File: src/rtl/sram_port_arbiter.sv
// Round-robin arbiter sharing one SRAM port between NUM_REQ valid/ready
// requesters. The grant is combinational; read data comes back through a
// two-stage tracking pipeline, so rsp_valid rises two cycles after the read
// is accepted.
// Optional feature: define SRAM_ARB_BURST_LOCK_EN to hold the grant on one
// requester until req_last or MAX_BURST beats.
module sram_port_arbiter #(
    parameter int NUM_REQ    = 3,
    parameter int ADDR_WIDTH = 12,
    parameter int DATA_WIDTH = 32,
    parameter int MAX_BURST  = 16
) (
    input  logic                             clk,
    input  logic                             rst,
    input  logic [NUM_REQ-1:0]               req_valid,
    output logic [NUM_REQ-1:0]               req_ready,
    input  logic [NUM_REQ-1:0]               req_we,
    input  logic [NUM_REQ-1:0]               req_last,
    input  logic [NUM_REQ*ADDR_WIDTH-1:0]    req_addr,
    input  logic [NUM_REQ*DATA_WIDTH-1:0]    req_wdata,
    output logic [NUM_REQ-1:0]               rsp_valid,
    output logic [DATA_WIDTH-1:0]            rsp_rdata,
    output logic                             sram_en,
    output logic                             sram_we,
    output logic [ADDR_WIDTH-1:0]            sram_addr,
    output logic [DATA_WIDTH-1:0]            sram_wdata,
    input  logic [DATA_WIDTH-1:0]            sram_rdata,
    output logic                             busy
);
    localparam int IW = (NUM_REQ > 1) ? $clog2(NUM_REQ) : 1;

    logic [IW-1:0] rr_ptr;
    logic [IW-1:0] grant_id;
    logic [IW-1:0] next_ptr;
    logic          grant_any;
    logic          accept;
    logic          rd_vld;
    logic [IW-1:0] rd_id;

`ifdef SRAM_ARB_BURST_LOCK_EN
    localparam int CW = $clog2(MAX_BURST + 1);
    logic          locked;
    logic [IW-1:0] lock_id;
    logic [CW-1:0] beat_cnt;
`else
    // Without burst locking the last-beat marker has no effect.
    logic unused_last;
    assign unused_last = ^req_last;
`endif

    // Pick the first valid requester at or after rr_ptr (wrapping); a held
    // burst lock overrides the search.
    always_comb begin
        int idx;
        grant_id  = '0;
        grant_any = 1'b0;
        idx       = 0;
        for (int i = 0; i < NUM_REQ; i++) begin
            idx = int'(rr_ptr) + i;
            if (idx >= NUM_REQ) idx = idx - NUM_REQ;
            if (!grant_any && req_valid[idx]) begin
                grant_any = 1'b1;
                grant_id  = idx[IW-1:0];
            end
        end
`ifdef SRAM_ARB_BURST_LOCK_EN
        if (locked) begin
            grant_any = 1'b1;
            grant_id  = lock_id;
        end
`endif
    end

    // Ready is forced low while in reset so nothing can be accepted then.
    always_comb begin
        req_ready = '0;
        if (grant_any && rst) req_ready[grant_id] = 1'b1;
    end

    assign accept   = grant_any && rst && req_valid[grant_id];
    assign next_ptr = (grant_id == IW'(NUM_REQ - 1)) ? '0 : grant_id + 1'b1;

    // Steer the granted requester onto the SRAM port; idle port is all zero.
    always_comb begin
        sram_en    = accept;
        sram_we    = accept && req_we[grant_id];
        sram_addr  = '0;
        sram_wdata = '0;
        if (accept) begin
            sram_addr  = req_addr[grant_id*ADDR_WIDTH +: ADDR_WIDTH];
            sram_wdata = req_wdata[grant_id*DATA_WIDTH +: DATA_WIDTH];
        end
    end

`ifdef SRAM_ARB_BURST_LOCK_EN
    // Round-robin pointer and burst lock: a non-last beat opens a lock, which
    // closes on req_last or the MAX_BURST-th beat; rr_ptr moves only on close.
    always_ff @(posedge clk or negedge rst) begin
        if (!rst) begin
            rr_ptr   <= '0;
            locked   <= 1'b0;
            lock_id  <= '0;
            beat_cnt <= '0;
        end else if (accept) begin
            if (!locked) begin
                if (!req_last[grant_id] && MAX_BURST > 1) begin
                    locked   <= 1'b1;
                    lock_id  <= grant_id;
                    beat_cnt <= CW'(1);
                end else begin
                    rr_ptr <= next_ptr;
                end
            end else if (req_last[grant_id] || beat_cnt == CW'(MAX_BURST - 1)) begin
                locked <= 1'b0;
                rr_ptr <= next_ptr;
            end else begin
                beat_cnt <= beat_cnt + 1'b1;
            end
        end
    end
`else
    // Round-robin pointer advances past every accepted requester.
    always_ff @(posedge clk or negedge rst) begin
        if (!rst)        rr_ptr <= '0;
        else if (accept) rr_ptr <= next_ptr;
    end
`endif

    // Read tracking: stage 1 remembers who read, stage 2 returns the data
    // the SRAM presents one cycle after the enable.
    always_ff @(posedge clk or negedge rst) begin
        if (!rst) begin
            rd_vld    <= 1'b0;
            rd_id     <= '0;
            rsp_valid <= '0;
            rsp_rdata <= '0;
        end else begin
            rd_vld    <= accept && !req_we[grant_id];
            rd_id     <= grant_id;
            rsp_valid <= '0;
            if (rd_vld) begin
                rsp_valid[rd_id] <= 1'b1;
                rsp_rdata        <= sram_rdata;
            end
        end
    end

    assign busy = (|req_valid) | rd_vld | (|rsp_valid);

endmodule

File: config.mk
export PLATFORM = sky130hd
export DESIGN_NAME = sram_port_arbiter
export DESIGN_NICKNAME = d
export VERILOG_FILES = /design/src/rtl/sram_port_arbiter.sv
export SDC_FILE = /design/constraint.sdc
export NUM_CORES = 1
export LEC_CHECK = 0
export ABC_AREA = 1
export CAP_MARGIN = 20
export CORE_MARGIN = 5
export CORE_UTILIZATION = 37
export CTS_CLUSTER_SIZE = 40
export DETAILED_ROUTE_END_ITERATION = 8
export HOLD_SLACK_MARGIN = 0.05
export PLACE_DENSITY = 0.88
export SYNTH_ARGS = -nofsm -noshare
export SYNTH_HDL_FRONTEND = slang
export SYNTH_SLANG_ARGS = --single-unit
File: constraint.sdc
create_clock -name clk -period 3.89 [get_ports clk]
set_input_delay 0.389 -clock clk [delete_from_list [all_inputs] [get_ports clk]]
set_output_delay 0.389 -clock clk [all_outputs]
set_load 0.03 [all_outputs]
== Word level (Yosys, flattened, before mapping) ==
Index checks and enable logic that the tools add are counted.
Widths: inputs -> output; s select.
Word-level totals
  flip-flop bits (word level): 40
  input bits: 175
  logic and storage cells: 71
Operators by class
  add/subtract/negate cells: 6
  $mul: 1
  $lt $le $gt $ge: 10
  equality and inequality tests: 1
  shift-type cells: 2
  mux-type cells: 31
  bitwise logic cells: 2
  reduce and logical (&&, ||, !) cells: 13
Operator list (count)
  $mux 32: 4
  $lt 32x4->1 const B: 3
  $shiftx 96x8->32: 1
  $shiftx 36x7->12: 1
  $mux 1: 13
  $mux 12: 1
  $bmux 1 s2: 5
  $logic_and 1x1->1: 8
  $mux 2: 4
  $sub 3x2->4 const B: 2
  $ge 3x2->1 const B: 2
  $lt 2x3->1 const B: 2
  $mux 3: 2
  $reduce_or 3->1: 2
  $demux 1 s2: 2
  $ge 2x1->1 const B: 2
  $mul 2x2->4 const B: 1
  $add 2x1->3 const B: 1
  $add 2x2->3 const B: 1
  $logic_not 1->1: 3
  $sub 2x2->3 const B: 1
  $add 2x1->2 const B: 1
  $eq 2x2->1 const B: 1
  $ge 2x2->1 const B: 1
  $or 1x1->1: 2

== Longest topological paths before layout ==
  depth in word-level cells: 17
  depth in mapped cells: 16
  depth with buffers taken out: 15

== Worst setup path after synthesis ==
OpenSTA, ideal clock, no wires.
  kind: reg-to-output
  start point: register rr_ptr[0]
  end point: output port sram_wdata[3]
  arrival time: 2.183 ns
  data required time: 3.501 ns
  slack: 1.318 ns
  stages on the path, launching flop included: 14
  cells stage by stage: dfrtp_1 > inv_1 > ha_1 > inv_2 > nand2_1 > nand3_1 > nand2_1 > nand4_1 > buf_2 > buf_4 > nand3_1 > nand2_1 > nand2_1 > a21oi_1
On the way
  longest elaborated chain between the ends: 16
  elaborated cells between the ends (all ways): 36
RTL lines
  start: declaration: line 32  | logic [IW-1:0] rr_ptr;
  start signal: assignment: line 125  | else if (accept) rr_ptr <= next_ptr;
  parallel branches: the longest is 15 deep, another holds $sub 3x2->4
  $mux 32 (*): line 89  | if (accept) begin
  end: declaration: line 26  | output logic [DATA_WIDTH-1:0] sram_wdata,
Every way passes the cells marked *. The select of a mux whose other input is x is not followed.

== Worst setup path after layout ==
  start point: register rr_ptr[0]
  end point: output port sram_addr[4]
On the way
  longest elaborated chain between the ends: 16
  elaborated cells between the ends (all ways): 37
RTL lines
  parallel branches: the longest is 15 deep, another holds $sub 3x2->4
  $mux 12 (*): line 89
  end: declaration: line 25  | output logic [ADDR_WIDTH-1:0] sram_addr,
Marks and branches as above.

==> flow_summary.ini <==
[global_routing]
grt-ovfl-total = 0
grt_max_degree = 48
grt_pass1_wl_mm = 22.1
grt_pass1_vias = 4276
grtUsageTotal = 0.245
antenna_found_initial = 0

[synth]
synth_top_area_share = 0.297
ys_seq_area_frac = 0.297
synth_nets = 699
syn_area_mm2 = 0.00337
ys_warn_count = 0
yosysTopAreaCell = dfrtp_1
ys_seq_elements = 40
synth_cells = 520
synth.avg_cell_area_um2 = 6.48
synth_area_leaders = dfrtp_1 30%, nand2_1 29%, nand3_1 8.8%
ys_types = 24

[clocking]
clock_latency_ns = 0.29
cts_tree = done
cts-buffers-inserted = 5
cts.sink_count = 40
cts.reportedPaths.clkPinSlew_ns = 0.08
clock_path_buffers = 2
htree_num_levels = 2
cts_setup_buffers = 0
postCtsResizedCells = 0
clock-root-buffer = clkbuf_8
cts_hold_buffers = 0

[timing]
setup_viol = 0
fin_hold_ws_ns = 0.177
worst_slack_ns = 0.469
tns_ns = 0
final_max_slew_viol_count = 0
clock_skew_ns = 0.00770
worstMarginPinSlew_ns = 0.527
fin_crit_sh = 0.879
relSlewSlack = 0.649
rsz0062_at_grt = false
fin_crit_ns = 3.42
clock.fmax_mhz = 292
hold_viol_final = 0

[setup_path]
crit_type = register to output pin
startpoint = rr_ptr[0]
worstPathArrival_ns = 3.03
r2r_slack_ns = 1.35
max_stage_delay_ns = 0.42
endpoint_kind = output pin
crit_top_cell = nand2_2
r2r-start = rr_ptr[0]
worstPathRequired_ns = 3.50
crit_slowest_cell = ha_1
crit_chain = inv_1 -> ha_1 -> inv_2 -> nand2_1 -> nand3_1 -> nand2_2 -> nand2_2 -> nand2_2 -> nand2_2 -> nand2_2 -> buf_12 -> nand2_1 -> nand2_1 -> nand2_1 -> a21oi_1 -> buf_12
start_kind = register
crit_fanout = 43

[place]
placed_cells = 857
portBuffers = 256
dp_hpwl_mm = 11.1
place_ws_ns = 0.666
gp_congestion = 0.873

[layout]
regArea_mm2 = 0.00100
fillers = 758
final_common_cell = nand2_1
syn_to_final_growth_pct = 73.7
layout-drive-gt1-share = 0.187
layout_common_cells = 260 x nand2_1, 209 x clkdlybuf4s50_1, 59 x nand3_1, 53 x buf_4, 40 x dfrtp_1
final_cell_count_no_fill = 864
nets = 935
multi_input_area_mm2 = 0.00202
diodes = 0

[route]
postRouteAntennaNets = 0
via_per_inst = 4.91
drt_wl_total_mm = 14.1
drt-initial-drc-count = 182
post_drt_wl_per_cell_um = 16.3
firstDrtPassIters = 4
drc = 0
vias = 4242

[die]
rows = 34
die-height_um = 105
die_w_um = 105
core_mm2 = 0.00881
start_util = 0.383
ios = 260
die_area_mm2 = 0.0111

[worst_hold_path]
holdCritPathClass = primary input to asynchronous set/reset pin

[run]
maxCapViolCount = 0

[power_and_ir_drop]
power.density_mw_per_mm2 = 1020
cellLeakagePower_nw = 2.80
ir_drop_mv = 0.689

[status]
outcome = finished clean
==> kinds of logic (layout without fill, tap and decap cells) <==
group | after synthesis | count (layout) | share of synthesized area
DFF | 40 | 40 | 0.297
AOI/OAI and AO/OA | 50 | 50 | 0.111
adders and majority gates | 4 | 4 | 0.0149
and+or+nand+nor | 373 | 373 | 0.474
buffers and inverters | 53 | 289 | 0.103
==> cells in the mapped netlist (all sizes together) <==
master  count
nor2        7
a21oi      45
buf        29
o21ai       5
nand2     298
nor3        4
ha          4
clkbuf      8
nand4       1
nand3      62
inv        15
dfrtp      40
clkinv      1
nor3b       1
==> worst paths after layout <==
path                                  to  cells past startpoint
max reg2reg                       rd_vld                     15
min                         rsp_valid[1]                      2
max in group asynchronous  rsp_rdata[19]                      2
min reg2reg                 rsp_valid[1]                      1
min in group clk            rsp_valid[1]                      1
max                         sram_addr[4]                     16
==> state kept, by name, summed over array words and instances (netlist names) <==
register   cells
rsp_valid      3
rd_vld         1
rd_id          2
rr_ptr         2
rsp_rdata     32
==> worst max-delay path: cells and delay by family, from the launching register on <==
kind            cells  cell delay (ns)
simple gates       10             1.04
flops               1             0.38
compound gates      1             0.25
fa+ha+maj           1             0.42
buf+inv             4             0.62
==> report_power, final <==
part | switching [mW] | internal (mW) | total, mW | leakage [nW]
Combinational | 3.25 | 1.75 | 4.99 | 2.26
Clock | 0.142 | 0.122 | 0.264 | 0.0410
Sequential | 0.101 | 0.606 | 0.707 | 0.499
Total | 3.49 | 2.48 | 5.97 | 2.80
==> per-layer routing <==
layer | up-vias | wire (µm) | part of all wire | GRT usage
li1 | 2103 | - | - | -
met1 | 1941 | 5240 | 0.37 | 0.279
met2 | 168 | 7670 | 0.54 | 0.457
met3 | 30 | 770 | 0.055 | 0.0458
met4 | 0 | 430 | 0.030 | 0.0778
met5 | - | 0 | 0 | 0
==> area by class of cell <==
cell class | count | share of cell area
Multi-Input combinational cell | 427 | 0.346
Sequential cell | 40 | 0.171
Timing Repair Buffer | 266 | 0.437
Tap cell | 108 | 0.0231
Inverter | 16 | 0.0103
Clock buffer | 6 | 0.0124
Clock inverter | 1 | 0.000855
==> metrics by stage <==
step	cell area [µm²]	util	power, mW
floorplan	3370	-	4.30
global placement	5770	0.656	5.62
detailed placement	5770	0.656	5.73
CTS	5850	0.665	6.00
global route	5850	0.665	6.42
finish	5850	0.665	5.97
(Power assumes the default switching activity.)
